--- src/rtl/pixel_serializer.sv ---
// Double-buffered parallel-to-serial shifter; each bit is stretched over DIV clocks, LSB or MSB first.
// Optional sticky underrun flag is built when PIXEL_SERIALIZER_UNDERRUN_EN is defined.
module pixel_serializer #(
  parameter int WIDTH     = 8,
  parameter int DIV       = 1,
  parameter int MSB_FIRST = 0
) (
  input  logic             clk,
  input  logic             nReset,
  input  logic [WIDTH-1:0] inData,
  input  logic             inValid,
  output logic             inReady,
  input  logic             flush,
  input  logic             clrUnderrun,
  output logic             out,
  output logic             active,
  output logic             underrun
);

  localparam int TW = (DIV > 1) ? $clog2(DIV) : 1;
  localparam int CW = (WIDTH > 1) ? $clog2(WIDTH) : 1;

  typedef enum logic {IDLE = 1'b0, SHIFT = 1'b1} state_t;

  state_t           state_q, state_d;
  logic [WIDTH-1:0] hold_q, hold_d;
  logic [WIDTH-1:0] shift_q, shift_d;
  logic             hold_full_q, hold_full_d;
  logic [TW-1:0]    timer_q, timer_d;
  logic [CW-1:0]    cnt_q, cnt_d;
  logic             out_q, out_d;

  logic bit_end;
  logic word_end;
  logic accept;
  logic load;

  assign bit_end  = (timer_q == TW'(DIV - 1));
  assign word_end = (state_q == SHIFT) && bit_end && (cnt_q == CW'(WIDTH - 1));
  assign accept   = inValid && !hold_full_q;
  // A transfer needs a full hold register and an accept needs an empty one, so they never collide.
  assign load     = !flush && hold_full_q && ((state_q == IDLE) || word_end);

  always_ff @(posedge clk or negedge nReset) begin
    if (!nReset) begin
      state_q     <= IDLE;
      hold_q      <= '0;
      shift_q     <= '0;
      hold_full_q <= 1'b0;
      timer_q     <= '0;
      cnt_q       <= '0;
      out_q       <= 1'b0;
    end else begin
      state_q     <= state_d;
      hold_q      <= hold_d;
      shift_q     <= shift_d;
      hold_full_q <= hold_full_d;
      timer_q     <= timer_d;
      cnt_q       <= cnt_d;
      out_q       <= out_d;
    end
  end

  always_comb begin
    state_d = state_q;
    if (flush) begin
      state_d = IDLE;
    end else if (load) begin
      state_d = SHIFT;
    end else if (word_end) begin
      state_d = IDLE;
    end
  end

  always_comb begin
    hold_d      = hold_q;
    hold_full_d = hold_full_q;
    shift_d     = shift_q;
    timer_d     = timer_q;
    cnt_d       = cnt_q;
    if (flush) begin
      hold_full_d = 1'b0;
      shift_d     = '0;
      timer_d     = '0;
      cnt_d       = '0;
    end else begin
      if (accept) begin
        hold_d      = inData;
        hold_full_d = 1'b1;
      end
      if (load) begin
        shift_d     = hold_q;
        hold_full_d = 1'b0;
        timer_d     = '0;
        cnt_d       = '0;
      end else if (state_q == SHIFT) begin
        if (bit_end) begin
          timer_d = '0;
          cnt_d   = word_end ? '0 : cnt_q + CW'(1);
          shift_d = (MSB_FIRST != 0) ? (shift_q << 1) : (shift_q >> 1);
        end else begin
          timer_d = timer_q + TW'(1);
        end
      end
    end
    // The output flop always shows the head of the next shift value, so the first bit leaves with the load.
    out_d = (state_d == SHIFT) &&
            ((MSB_FIRST != 0) ? shift_d[WIDTH-1] : shift_d[0]);
  end

  assign inReady = !hold_full_q;
  assign active  = (state_q == SHIFT);
  assign out     = out_q;

`ifdef PIXEL_SERIALIZER_UNDERRUN_EN
  logic underrun_q, underrun_d;

  // Producer was still sending but missed the reload window of the finishing word.
  always_comb begin
    underrun_d = underrun_q;
    if (clrUnderrun) begin
      underrun_d = 1'b0;
    end else if (word_end && !hold_full_q && inValid) begin
      underrun_d = 1'b1;
    end
  end

  always_ff @(posedge clk or negedge nReset) begin
    if (!nReset) begin
      underrun_q <= 1'b0;
    end else begin
      underrun_q <= underrun_d;
    end
  end

  assign underrun = underrun_q;
`else
  logic unused_clr_underrun;
  assign unused_clr_underrun = clrUnderrun;
  assign underrun            = 1'b0;
`endif

endmodule

--- config.mk ---
export PLATFORM = sky130hd
export DESIGN_NAME = pixel_serializer
export DESIGN_NICKNAME = d
export VERILOG_FILES = /design/src/rtl/pixel_serializer.sv
export SDC_FILE = /design/constraint.sdc
export NUM_CORES = 1
export LEC_CHECK = 0
export BUFFER_PORTS_ARGS = -buffer_cell sky130_fd_sc_hd__buf_2
export CAP_MARGIN = 40
export CORE_MARGIN = 2
export CORE_UTILIZATION = 52
export DETAILED_ROUTE_END_ITERATION = 10
export PLACE_DENSITY = 0.72
export SLEW_MARGIN = 20
export SYNTH_ARGS = -nofsm -noshare
export SYNTH_HDL_FRONTEND = slang
export SYNTH_SLANG_ARGS = --single-unit
export TNS_END_PERCENT = 20
--- constraint.sdc ---
create_clock -name clk -period 1.5 [get_ports clk]
set_input_delay 0.15 -clock clk [delete_from_list [all_inputs] [get_ports clk]]
set_output_delay 0.15 -clock clk [all_outputs]
set_load 0.05 [all_outputs]
* Word level (Yosys, flattened, before mapping)
Index checks and enable logic that the tools add are counted.
** Word-level totals
- Output and inout bits :: 4
- Memory bits (read-only) :: 0
- Bits in registers :: 23
- Memories kept :: 0
- Bits in writable memories :: 0
- Latch bits :: 0
** Operators by class
- Multipliers :: 0
- $add $sub $neg :: 2
- Bitwise gates (word level) :: 3
- Shift operators :: 0
- Reduce and logical (&&, ||, !) cells :: 13
- Div/mod/pow operators :: 0
- Muxes and demuxes :: 19
- Equality and inequality tests :: 2
- Magnitude comparators :: 0
** Operators with widths (count)
- 8-bit two-way mux :: 4
- 3-bit two-way mux :: 5
- 1-bit two-way mux :: 10
- 1-bit logical AND :: 6
- 3-bit nonzero test :: 2
- 2-bit AND reduction :: 2
- 3-bit by 1-bit adder with 3-bit output (second input constant) :: 1
- 3-bit == test (second input constant) :: 1
- 3-bit by 2-bit != test with 1-bit output (second input constant) :: 1
- 1-bit inverter :: 3
- 1-bit zero test :: 2
- 1-bit adder (second input constant) :: 1
- 1-bit logical OR :: 1

* Depth between registers and ports, before layout
- Word-level depth :: 8
- Depth in mapped cells :: 5
- Depth with buffers taken out :: 5

* Worst setup path before layout
OpenSTA, ideal clock, no wires.
- Kind :: reg-to-reg
- From :: register state_q (netlist: active)
- To :: register shift_q[6]
- Clock period less this slack :: 1.425 ns
- Stages on the path, launching flop included :: 5
- Arrival time :: 1.304 ns
- Data required time :: 1.378 ns
- Slack :: 0.075 ns
- Path through :: dfrtp_1 > clkbuf_1 > nand2b_1 > a31oi_1 > a2111oi_1
** On the way
- Word-level cells in the longest chain between the ends :: 6
- Elaborated cells between the ends (all ways) :: 10
- Classes of those cells :: eq/ne: 1; mux: 2; bitwise: 1; reduce/logical: 6
** RTL lines
- start, declared :: RTL line 25 : state_t state_q, state_d;
- start signal, assigned :: RTL line 54 : state_q <= state_d;
- 1-bit logical AND (2 in a row) :: RTL line 39 : assign word_end = (state_q == SHIFT) && bit_end && (cnt_q == CW'(WIDTH - 1));
- 1-bit logical OR :: RTL line 42 : assign load = !flush && hold_full_q && ((state_q == IDLE) || word_end);
- 1-bit logical AND :: RTL line 42
- 3-bit by 2-bit != test with 1-bit output (no source line), or another cell as far along
- 2-bit AND reduction (no source line) / 8-bit two-way mux (equally long branches)
- end signal, assigned :: RTL line 56 : shift_q <= shift_d;
- end, declared :: RTL line 27 : logic [WIDTH-1:0] shift_q, shift_d;
Parallel ways exist; a longest one is shown, timed or not.
A chain may end at the register's enable or synchronous reset.

* Worst setup path in the final report
- From :: register cnt_q[0]
- To :: register shift_q[3]
** On the way
- Word-level cells in the longest chain between the ends :: 6
- Elaborated cells between the ends (all ways) :: 9
- Classes of those cells :: eq/ne: 2; mux: 2; reduce/logical: 5
** RTL lines
- start, declared :: RTL line 30 : logic [CW-1:0] cnt_q, cnt_d;
- start signal, assigned :: RTL line 59 : cnt_q <= cnt_d;
- 3-bit == test * :: RTL line 39
- 1-bit logical AND * :: RTL line 39
- 1-bit logical OR * :: RTL line 42
- 1-bit logical AND * :: RTL line 42
- 3-bit by 2-bit != test with 1-bit output (no source line), or another cell as far along
- 2-bit AND reduction (no source line) / 8-bit two-way mux (equally long branches)
Mark *: on every way between the ends. The rest lies on a longest branch, timed or not.

==> flow_summary.yaml <==
finish:
  insertedDiodeCount: 0
  fill_cells: 166
  seq_area_um2: 528
  num-nets-final: 125
  drive_gt1_share_pct: 39.4
  syn_to_final_growth_pct: 16.4
  multiInputGateArea_um2: 462
  stdcell_count: 136
critical_path:
  worstPathMaxFanout: 7
  slowest_stage: "dfrtp_1"
  regToRegEndpoint: "shift_q[3]"
  path_buf_inv: 0
  critPathCapture: "shift_q[3]"
  crit_type: "reg -> reg"
  r2r_start: "cnt_q[0]"
  cp_slowest_stage_delay_ps: 410
  path_cells: "ha_1 -> ha_2 -> a21bo_2 -> o22ai_1 -> nor3_1"
  r2r_slack_ps: 70
  r2r_cells: 5
  cp.depth: 5
  critPathLaunch: "cnt_q[0]"
  cp-start-kind: "flop"
  arrival_ps: 1610
  crit_required_ps: 1680
  endpoint_kind: "flop"
  crit_family: "adder cells"
floorplan:
  coreArea_um2: 1900
  initial_core_util_pct: 53.7
  dieArea_um2: 2340
  placement_rows: 16
  dieWidth_um: 48.3
  io_pins: 17
  die_h_um: 48.3
clock_network:
  htreeDepth: 1
  clock_latency_ps: 290
  numCtsBuffers: 3
  cts_tree: "built"
  clock-sinks: 21
  cts_setup_buffers: 0
  cts_root_buf: "clkbuf_4"
  path_clk_slew_ps: 110
  cts_buffer_depth: 2
synth:
  yosysTopAreaCellShare_pct: 51.4
  yosysMostFrequentCell: "dfrtp_1"
  yosysSeqAreaShare_pct: 51.4
  synth_warnings: 0
  synth_common_cells: "dfrtp_1, mux2_2, nor2_1"
  synth_seq_cells: 21
  syn_area_um2: 1020
  yosysUniqueCellTypes: 27
  netlist_instances: 92
  synth_edf_count: 0
  synth_fp_nets: 107
  synthTopCellsByArea: "dfrtp_1, mux2_2, nor2_1, o22ai_1, nor3_1"
  synth-main-ff-cell: "dfrtp_1"
  yosys.area.top_type: "dfrtp_1"
  async_flop_share_pct: 100
  synth.avg_cell_area_um2: 11.1
global_route:
  antenna_found_initial: 0
  grt_pass1_wl_mm: 3.38
  grt-ovfl-total: 0
  grt_pass1_vias: 715
  grt_use_total_pct: 18.8
  grt_max_degree: 22
sta:
  final.setup_skew_ps: 7.04
  fin_tns_setup_ps: 0
  fmax_mhz: 701
  setup_violations: 0
  fin_crit_sh_pct: 95.0
  rsz0062_at_grt: "false"
  hold_violations: 0
  slew_viol_final: 0
  min_period_ps: 1430
  worst_hold_slack_ps: 78.3
routing:
  drc: 0
  drt-vias-per-instance: 5.24
  routedWlPerCell_um: 13.8
  vias: 713
  dr.pass1.iters: 4
  wirelength_mm: 1.88
  ant_nets: 0
  dr_wl_met3_um: 56
  wl_met1_um: 839
  route.met2.wl_um: 953
  first_iter_violations: 15
  top_layer: "met4"
place:
  dp_hpwl_mm: 1.32
  dpl.cell_count: 131
  port-buffer-count: 14
  place_congestion: 0.736
power_and_ir_drop:
  power.leakage_uw: 0.000534
  p_per_area_nw_per_um2: 999
  ir_drop_uv: 715
outcome:
  outcome: "finished, final reports clean"
min_path:
  hold_class: "in -> reg"
job:
  drv_cap: 0
-- metal layers --
metal,up-vias,track usage (%)
met1,342,23.4
met5,-,0
met4,0,9.52
li1,353,-
met3,4,3.70
met2,14,31.3
-- cells in the final DEF, fill, tap and decap left out, types with 3 or more instances in the layout --
cell | netlist | final
buf_2 | 3 | 13
mux2_2 | 13 | 13
dfrtp_1 | 21 | 19
clkbuf_4 | 0 | 4
nor2_1 | 12 | 12
nor3_1 | 6 | 6
o22ai_1 | 5 | 4
buf_4 | 1 | 4
nand3b_1 | 3 | 3
a21oi_1 | 4 | 4
-- per-stage QoR --
step / power (uW) / setup slack (ps) / utilization [%] / cell area (um2)
6_report: 1190 / 74.4 / 62.6 / 1190
3_3_place_gp: 916 / 34.8 / 59.7 / 1130
5_1_grt: 1270 / 6.39 / 62.6 / 1190
3_5_place_dp: 930 / -3.41 / 59.7 / 1130
4_1_cts: 1200 / 40.0 / 61.8 / 1180
2_1_floorplan: 856 / 74.6 / - / 1020
-- report_power, final --
| group | switching, uW | total (uW) | internal [uW] |
|---|---|---|---|
| registers | 53.9 | 688 | 634 |
| logic | 113 | 237 | 125 |
| clock network | 161 | 264 | 103 |
-- timing repair --
action | CTS | global route
endpoints found under the hold margin | 21 | 0
setup endpoints to repair | 3 | 4
gates resized for setup | 3 | 4
pin swaps | 0 | 1
hold buffers | 1 | 0
-- final cells by class --
type                       instances  share of cell area (%)
inverter                           2                   0.631
sequential                        21                    44.4
clock buffer                       4                    2.21
timing repair buffer              20                    11.1
multi-input combinational         62                    38.8
tap                               27                    2.84
-- worst min-delay path by stage --
stage	from	endpoint	depth (start not counted)	slack, ps
floorplan	nReset	active	0	-150
global route	inData[2]	hold_q[2]	2	50
CTS	inData[7]	hold_q[7]	2	70
finish	inData[1]	hold_q[1]	2	80
global placement	nReset	shift_q[7]	1	130
detailed placement	nReset	hold_q[7]	1	130
-- sequential cells by signal, indices dropped and copies added (netlist names) --
| signal | flops |
|---|---|
| active | 1 |
| cnt_q | 3 |
| hold_full_q | 1 |
| hold_q | 8 |
| out | 1 |
| shift_q | 7 |
-- cell families after synthesis --
| logic type | share of synthesized area [%] |
|---|---|
| AND/OR/NAND/NOR | 15.5 |
| flip-flops | 51.4 |
| multiplexers | 16.3 |
| AO/OA/AOI/OAI | 9.18 |
| buffers and inverters | 4.77 |
| adder cells (fa/ha/maj) | 2.45 |
| other | 0.367 |
No activity file was read; power rests on OpenSTA's default activity.
